--- config.mk ---
export PLATFORM = sky130hd
export DESIGN_NAME = fetch_unit_r32i
export DESIGN_NICKNAME = d
export VERILOG_FILES = /design/src/rtl/fetch_pkg_r32i.sv /design/src/rtl/fetch_fifo_r32i.sv /design/src/rtl/fetch_unit_r32i.sv
export SDC_FILE = /design/constraint.sdc
export NUM_CORES = 1
export LEC_CHECK = 0
export BUFFER_PORTS_ARGS = -buffer_cell sky130_fd_sc_hd__buf_2
export CAP_MARGIN = 10
export CORE_UTILIZATION = 52
export DETAILED_ROUTE_END_ITERATION = 10
export GPL_TIMING_DRIVEN = 0
export PLACE_DENSITY = 0.77
export SKIP_LAST_GASP = 1
export SYNTH_ARGS = -nofsm -noshare
export SYNTH_HDL_FRONTEND = slang
export SYNTH_SLANG_ARGS = --single-unit
--- constraint.sdc ---
create_clock -name clock -period 6.4 [get_ports clock]
set_input_delay 1.6 -clock clock [delete_from_list [all_inputs] [get_ports clock]]
set_output_delay 1.6 -clock clock [all_outputs]
set_load 0.02 [all_outputs]
--- src/rtl/fetch_pkg_r32i.sv ---
// Shared types for the r32i fetch stage: NOP encoding, FSM states, buffer entry.
package fetch_pkg_r32i;

  localparam int unsigned DataW = 32;
  localparam logic [DataW-1:0] Nop = 32'h0000_0013;

  typedef enum logic [1:0] {
    IDLE  = 2'd0,
    REQ   = 2'd1,
    WAIT  = 2'd2,
    DRAIN = 2'd3
  } fetchState_t;

  typedef struct packed {
    logic [DataW-1:0] addr;
    logic [DataW-1:0] instr;
    logic             misalign;
  } fetchEntry_t;

endpackage

--- src/rtl/fetch_fifo_r32i.sv ---
// Instruction buffer with registered head, flush and occupancy count.
module fetch_fifo_r32i
  import fetch_pkg_r32i::*;
#(
  parameter int unsigned Depth = 2
) (
  input  logic                      clock,
  input  logic                      reset,
  input  logic                      flush,
  input  logic                      push,
  input  fetchEntry_t               pushData,
  input  logic                      pop,
  output fetchEntry_t               headData,
  output logic [$clog2(Depth):0]    count
);

  localparam int unsigned PtrW = $clog2(Depth);
  localparam int unsigned CntW = PtrW + 1;

  fetchEntry_t     mem [Depth];
  logic [PtrW-1:0] rdPtr;
  logic [PtrW-1:0] wrPtr;
  logic [PtrW-1:0] rdPtrNext;
  logic [CntW-1:0] countNext;
  logic            doPush;
  logic            doPop;

  assign doPop     = pop && (count != '0);
  assign doPush    = push && ((count != CntW'(Depth)) || doPop);
  assign rdPtrNext = doPop ? rdPtr + PtrW'(1) : rdPtr;

  always_comb begin
    countNext = count;
    if (doPush && !doPop)      countNext = count + CntW'(1);
    else if (doPop && !doPush) countNext = count - CntW'(1);
  end

  // Head register: a freshly pushed entry bypasses storage when it becomes the head.
  always_ff @(posedge clock or negedge reset) begin
    if (!reset) begin
      rdPtr    <= '0;
      wrPtr    <= '0;
      count    <= '0;
      headData <= '0;
    end else if (flush) begin
      rdPtr <= '0;
      wrPtr <= '0;
      count <= '0;
    end else begin
      if (doPush) wrPtr <= wrPtr + PtrW'(1);
      rdPtr <= rdPtrNext;
      count <= countNext;
      if (countNext != '0)
        headData <= (doPush && (rdPtrNext == wrPtr)) ? pushData : mem[rdPtrNext];
    end
  end

  always_ff @(posedge clock) begin
    if (doPush && !flush) mem[wrPtr] <= pushData;
  end

endmodule

--- src/rtl/fetch_unit_r32i.sv ---
// r32i fetch stage: issues word reads for ProgAddr, buffers responses for decode.
// FETCH_MISALIGN_TRAP_EN turns misaligned PCs into flagged NOP entries.
module fetch_unit_r32i
  import fetch_pkg_r32i::*;
#(
  parameter int unsigned dataW     = 32,
  parameter int unsigned FifoDepth = 2
) (
  input  logic             clock,
  input  logic             reset,
  input  logic [dataW-1:0] ProgAddr,
  output logic             PCAdvance,
  input  logic             Flush,
  output logic             MemReq,
  output logic [dataW-1:0] MemAddr,
  input  logic             MemGnt,
  input  logic             MemRValid,
  input  logic [dataW-1:0] MemRData,
  output logic             InstrValid,
  output logic [dataW-1:0] Instr,
  output logic [dataW-1:0] InstrAddr,
  input  logic             InstrReady,
  output logic             InstrMisalign
);

  localparam int unsigned CntW = $clog2(FifoDepth) + 1;

  fetchState_t      state;
  fetchState_t      stateNext;
  logic             outstanding;
  logic             outstandingNext;
  logic [dataW-1:0] reqAddr;
  logic [dataW-1:0] alignedAddr;
  logic [CntW-1:0]  count;
  logic             room;
  logic             misalignPC;
  logic             push;
  logic             pop;
  fetchEntry_t      pushData;
  fetchEntry_t      head;

  assign alignedAddr = {ProgAddr[dataW-1:2], 2'b00};
  // A request is only issued when its response is guaranteed a buffer slot.
  assign room        = (count + CntW'(outstanding)) < CntW'(FifoDepth);
  assign pop         = InstrValid && InstrReady;

`ifdef FETCH_MISALIGN_TRAP_EN
  assign misalignPC    = (ProgAddr[1:0] != 2'b00);
  assign InstrMisalign = head.misalign;
`else
  logic unusedMisalign;
  assign misalignPC     = 1'b0;
  assign InstrMisalign  = 1'b0;
  assign unusedMisalign = head.misalign;
`endif

  always_comb begin
    stateNext       = state;
    outstandingNext = outstanding;
    MemReq          = 1'b0;
    MemAddr         = '0;
    PCAdvance       = 1'b0;
    push            = 1'b0;
    pushData        = '0;
    case (state)
      IDLE: stateNext = REQ;
      REQ: begin
        if (room) begin
          if (misalignPC) begin
            push      = !Flush;
            PCAdvance = !Flush;
            pushData  = '{addr: ProgAddr, instr: Nop, misalign: 1'b1};
          end else begin
            MemReq  = 1'b1;
            MemAddr = alignedAddr;
            if (MemGnt) begin
              outstandingNext = 1'b1;
              PCAdvance       = !Flush;
              stateNext       = Flush ? DRAIN : WAIT;
            end
          end
        end
      end
      WAIT: begin
        if (MemRValid) begin
          push            = !Flush;
          pushData        = '{addr: reqAddr, instr: MemRData, misalign: 1'b0};
          outstandingNext = 1'b0;
          stateNext       = REQ;
        end else if (Flush) begin
          stateNext = DRAIN;
        end
      end
      DRAIN: begin
        if (MemRValid) begin
          outstandingNext = 1'b0;
          stateNext       = REQ;
        end
      end
      default: stateNext = IDLE;
    endcase
  end

  always_ff @(posedge clock or negedge reset) begin
    if (!reset) begin
      state       <= IDLE;
      outstanding <= 1'b0;
      reqAddr     <= '0;
    end else begin
      state       <= stateNext;
      outstanding <= outstandingNext;
      if (MemReq && MemGnt) reqAddr <= alignedAddr;
    end
  end

  fetch_fifo_r32i #(
    .Depth(FifoDepth)
  ) u_fifo (
    .clock   (clock),
    .reset   (reset),
    .flush   (Flush),
    .push    (push),
    .pushData(pushData),
    .pop     (pop),
    .headData(head),
    .count   (count)
  );

  assign InstrValid = (count != '0);
  assign Instr      = head.instr;
  assign InstrAddr  = head.addr;

endmodule

# ---- Word-level counts from Yosys, hierarchy flattened
# Memory sizes are Yosys's and may differ from the RTL's. A register that Yosys moved wholly into a read port is not among the register bits.
# Cells that the tools add are included.
dict set report op_classes {
  n_addsub 5
  n_lt_le_gt_ge 1
  n_eq_ne 9
  n_mux 31
  bitwise 1
  reduce_logical 21
}
# cell count
set op_table {}
lappend op_table {{two-way mux 65 bit} 2}
lappend op_table {{two-way mux 32 bit} 2}
lappend op_table {{two-way mux 1 bit} 17}
lappend op_table {{two-way mux 2 bit} 8}
lappend op_table {{inequality test 2 bit, second input constant} 4}
lappend op_table {{case mux 2 bit (4 select lines)} 1}
lappend op_table {{AND reduction 4 bit} 2}
lappend op_table {{nonzero test 2 bit} 4}
lappend op_table {{logical AND 1 bit} 7}
lappend op_table {{== test 2 bit, second input constant} 2}
lappend op_table {{zero test 1 bit} 4}
lappend op_table {{inequality test 3 bit, second input constant} 1}
lappend op_table {{adder 1 bit, second input constant} 2}
lappend op_table {{adder 2 x 1 -> 2 bit} 1}
lappend op_table {{adder 2 x 1 -> 2 bit, second input constant} 1}
lappend op_table {{== test 2 x 1 -> 1 bit, second input constant} 1}
lappend op_table {{zero test 2 bit} 1}
lappend op_table {{less-than comparator 2 bit, second input constant} 1}
lappend op_table {{inequality test 2 x 1 -> 1 bit, second input constant} 1}
lappend op_table {{case mux 1 bit (2 select lines)} 1}
lappend op_table {{AND reduction 2 bit} 1}
lappend op_table {{OR reduction 2 bit} 1}
lappend op_table {{subtractor 2 x 1 -> 2 bit, second input constant} 1}
lappend op_table {{logical OR 1 bit} 1}
lappend op_table {{inverter 1 bit} 1}
dict set report word_totals {
  reg_bits 37
  mem_bits_rw 130
  n_memories 1
}
# name depth word_bits read_ports rd_clocked_by_memory_dff write_ports line
set mem_list {}
lappend mem_list {u_fifo.mem 2 65 1 1 1 fetch_fifo_r32i.sv:20} ;# fetchEntry_t mem [Depth];

# ---- Depth between registers and ports, before layout
dict set report depth {
  ltp_word 11
  mapped_depth 10
  mapped_depth_nobuf 7
}

# ---- Hierarchy
# From an unflattened synthesis, not the netlist that was laid out.
dict set report unflattened {
  hier_cells 658
  hier_area_um2 10395.0
}
# mod n_inst cells_per_inst area_each_um2 seq_area_each_um2
set modules_own_cells {}
lappend modules_own_cells {fetch_fifo_r32i 1 444 8170.3 5630.4}
lappend modules_own_cells {fetch_unit_r32i 1 214 2224.6 825.8}

# ---- Worst setup path after synthesis
# Ideal clock, no wire load.
dict set report synth_timing {
  path_type {input to register}
  startpoint {input InstrReady}
  endpoint {register u_fifo.headData[10] (netlist name)}
  setup_ps 131
  arrival_time_ps 7090
  required_ps 6269
  path_slack_ps -821
  path_stages 6
  n_path_buf 1
  cell_sequence {nand2b_1 > a2111oi_2 > mux2i_2 > clkbuf_1 > o221ai_1 > mux2i_1}
}
dict set report synth_between {
  elab_chain_len 10
}
# item line
set synth_lines {}
lappend synth_lines {{start: declaration} fetch_unit_r32i.sv:22} ;# input logic InstrReady,
lappend synth_lines {{logical AND 1 bit *} fetch_unit_r32i.sv:45} ;# assign pop = InstrValid && InstrReady;
lappend synth_lines {{logical AND 1 bit *} fetch_fifo_r32i.sv:28} ;# assign doPop = pop && (count != '0);
lappend synth_lines {{logical OR 1 bit} fetch_fifo_r32i.sv:29} ;# assign doPush = push && ((count != CntW'(Depth)) || doPop);
lappend synth_lines {{logical AND 1 bit} fetch_fifo_r32i.sv:29}
lappend synth_lines {{zero test 1 bit} fetch_fifo_r32i.sv:35} ;# else if (doPop && !doPush) countNext = count - CntW'(1);
lappend synth_lines {{logical AND 1 bit} fetch_fifo_r32i.sv:35}
lappend synth_lines {{two-way mux 2 bit} fetch_fifo_r32i.sv:35}
lappend synth_lines {{two-way mux 2 bit} fetch_fifo_r32i.sv:34} ;# if (doPush && !doPop) countNext = count + CntW'(1);
lappend synth_lines {{nonzero test 2 bit} fetch_fifo_r32i.sv:53} ;# if (countNext != '0)
lappend synth_lines {{AND reduction 2 bit (no line)} --}
lappend synth_lines {{end signal: assignment} fetch_fifo_r32i.sv:54} ;# headData <= (doPush && (rdPtrNext == wrPtr)) ? pushData : mem[rdPtrNext];
lappend synth_lines {{end: declaration} fetch_fifo_r32i.sv:13} ;# output fetchEntry_t headData,
# Mark *: on every way between the ends. The rest lies on a longest branch, timed or not.
# A chain may end at the register's enable or synchronous reset.

# ---- Final worst setup path
dict set report layout_timing {
  startpoint {register u_fifo.count[1]}
  endpoint {output PCAdvance}
}
dict set report layout_between {
  elab_chain_len 4
}
# item line
set layout_lines {}
lappend layout_lines {{start: declaration} fetch_fifo_r32i.sv:14} ;# output logic [$clog2(Depth):0] count
lappend layout_lines {{start signal: assignment} fetch_fifo_r32i.sv:52} ;# count <= countNext;
lappend layout_lines {{adder 2 x 1 -> 2 bit} fetch_unit_r32i.sv:44} ;# assign room = (count + CntW'(outstanding)) < CntW'(FifoDepth);
lappend layout_lines {{less-than comparator 2 bit} fetch_unit_r32i.sv:44}
lappend layout_lines {{two-way mux 1 bit} fetch_unit_r32i.sv:68} ;# if (room) begin
lappend layout_lines {{two-way mux 1 bit} fetch_unit_r32i.sv:65} ;# case (state)
lappend layout_lines {{end: declaration} fetch_unit_r32i.sv:12} ;# output logic PCAdvance,
# No other way between the ends.

==> impl_metrics.json <==
{
  "grt.total_usage_pct": 28.8,
  "slew_headroom_pct": 21.7,
  "grt_pass1_vias": 9889,
  "root_buffer": "clkbuf_16",
  "dieArea_um2": 23700,
  "dp.cells": 1518,
  "insertedDiodeCount": 0,
  "p_leak_nw": 5.82,
  "r2r_start": "u_fifo.count[1]$_DFF_PN0_",
  "powerDensity_nw_per_um2": 481,
  "hp-start": "u_fifo.headData[20]$_DFFE_PN0P_",
  "vdd_drop_max_mv": 0.234,
  "worstMarginPinSlew_ns": 1.17,
  "clock_path_buffers": 3,
  "fin_area_um2": 14100,
  "drv_cap": 0,
  "critPathLaunchType": "flop",
  "worstSetupStartpoint": "u_fifo.count[1]$_DFF_PN0_",
  "fin_cells": 1562,
  "hpwlAfterDp_um": 23300,
  "critPathKind": "flop to primary output",
  "num-fill-cells": 1796,
  "crit_arrival_ns": 2.71,
  "hold_viol": 0,
  "gp_congestion": 0.894,
  "synth_edf_count": 124,
  "fmax_ghz": 0.232,
  "clk_pin_slew_ns": 0.06,
  "synth_cell_types": 41,
  "post-route-util_pct": 62.2,
  "holdBufCountCts": 0,
  "first_pass_iters": 5,
  "status": "completed",
  "syn_area_um2": 12000,
  "placed_area_um2": 13300,
  "cp-end-kind": "primary output",
  "ys_ff_latch": 223,
  "grt_first_pass_wirelength_um": 53600,
  "fp.dieH_um": 154,
  "cts_setup_buffers": 0,
  "ys_warn_count": 0,
  "drtAntennaViolNets": 0,
  "dr_total_vias": 9965,
  "crit_path_max_fanout": 10,
  "layout-drive-gt1-share_pct": 21.0,
  "required_ns": 4.80,
  "netlist_instances": 1060,
  "start_util_pct": 53.0,
  "die_w_um": 154,
  "period_minus_slack_ns": 4.31,
  "drc_errors": 0,
  "viasPerCell": 6.38,
  "post_cts_resized": 0,
  "slew_violations": 0,
  "fin_worst_skew_ns": 0.0235,
  "seq_area_frac_synth_pct": 51.6,
  "io_pins": 170,
  "drt_wl_total_um": 34100,
  "grt_max_degree": 62,
  "antenna_found_initial": 0,
  "drt_iter0_drc": 1127,
  "cts_made_buffers": 24,
  "setup_viol": 0,
  "rsz0062_at_grt": "false",
  "synth-main-ff-cell": "edfxtp_1",
  "grt-ovfl-total": 0,
  "coreArea_um2": 22600,
  "syn_to_final_growth_pct": 17.3,
  "async_flop_share_pct": 44.4,
  "htree_levels": 1,
  "cts_tree": "yes",
  "clkLatencyLatePin_ns": 0.54,
  "io_buffers": 161,
  "cts.sinks": 223,
  "syn_avg_cell_area_um2": 11.3,
  "fin_crit_sh_pct": 67.3,
  "wl_per_cell_um": 21.8,
  "row_count": 55,
  "fin_nets": 1334,
  "hold_class": "flop to flop"
}
==> cells in the mapped netlist (all sizes together), types with 4 or more instances <==
cell type	instances	share of area, %
ha	5	0.52
mux2i	64	5.4
o21ai	6	0.28
clkbuf	81	2.5
nand3	42	1.8
a211oi	44	2.8
dfrtp	99	21
and3	92	4.8
nor3	4	0.17
inv	28	0.88
or3	19	0.99
o211ai	86	5.4
o2111ai	42	3.1
buf	33	1.5
mux2	73	6.8
o221ai	19	1.4
nor2	88	2.8
edfxtp	124	31
nor4bb	42	3.5
nor2b	43	2.2
==> final timing paths <==
path                                                        end  slack [ns]  cells after the start
worst max-delay path                                  PCAdvance        2.09                      7
worst min-delay path            u_fifo.headData[20]$_DFFE_PN0P_        0.48                      1
worst max register to register  u_fifo.headData[14]$_DFFE_PN0P_        2.88                      8
worst min register to register  u_fifo.headData[20]$_DFFE_PN0P_        0.48                      1
max in group asynchronous       u_fifo.headData[29]$_DFFE_PN0P_        4.64                      2
min in group asynchronous       u_fifo.headData[58]$_DFFE_PN0P_        1.05                      1
==> layer usage <==
layer  GRT usage, %  share of wire, %
met1           38.8                41
met2           46.5                47
met3           4.57               8.7
met4           11.7               3.2
met5              0                 0
==> worst max-delay path, stage by stage, from the launching register on <==
cell     delay [ns]
dfrtp_1        0.40
inv_1          0.09
xnor2_1        0.60
and2_1         0.25
nand2_1        0.15
buf_1          0.33
nor2_1         0.16
buf_2          0.18
==> layout by cell type, fill, tap and decap left out, drive strengths merged, types with 2 or more instances in the layout <==
master and n:
nor4bb 42, mux2i 64, edfxtp 124, a21oi 3, buf 202, and2 2
nand2 3, o21ai 6, mux2 73, o2111ai 42, nor2b 43, or3 19
dfrtp 99, xnor2 3, a2111oi 2, nor3 4, o211ai 86, nand3 42
clkbuf 115, and3 92, o31ai 2, ha 5, conb 5, clkinvlp 2
a211oi 44, clkinv 7, nor2 88, inv 28, o21a 3, o41ai 2
o221ai 19
==> state kept, by name, summed over array words and instances (netlist names) <==
signal / count
u_fifo.mem: 124
state: 2
outstanding: 1
u_fifo.headData: 62
u_fifo.count: 2
u_fifo.wrPtr: 1
reqAddr: 30
u_fifo.rdPtr: 1
==> layout make-up <==
| class | count | area [um2] | share of cell area, % |
|---|---|---|---|
| Buffer | 114 | 483 | 3.43 |
| Clock buffer | 34 | 668 | 4.74 |
| Clock inverter | 10 | 86.3 | 0.613 |
| Inverter | 28 | 105 | 0.746 |
| Multi-Input combinational cell | 699 | 5250 | 37.3 |
| Sequential cell | 223 | 6200 | 44.0 |
| Tap cell | 285 | 357 | 2.53 |
| Timing Repair Buffer | 169 | 938 | 6.66 |
==> metrics by stage <==
step           setup slack, ns  total power [mW]  hold slack (ns)  TNS, ns
2_1_floorplan             1.12              4.34            0.471        0
3_3_place_gp             -1.26              5.32            0.470   -20.41
3_5_place_dp              2.04              5.42            0.475        0
4_1_cts                   2.03              6.76            0.489        0
5_1_grt                   1.93              7.15            0.505        0
6_report                  2.09              6.78            0.481        0
==> report_power, final <==
group          switching, mW  internal, mW
Sequential             0.237          1.87
Combinational           2.11          1.22
Clock                  0.576         0.768
Total                   2.92          3.86
==> cell families after synthesis <==
logic type | count (synthesis) | share of synthesized area (%)
xor+xnor | 3 | 0.219
simple gates | 337 | 16.5
buf+inv | 142 | 4.87
compound gates | 212 | 14.0
fa+ha+maj | 5 | 0.521
flops | 223 | 51.6
mux | 137 | 12.2
other cells | 1 | 0.0312
Note: power is estimated with default switching activity, not from simulation.
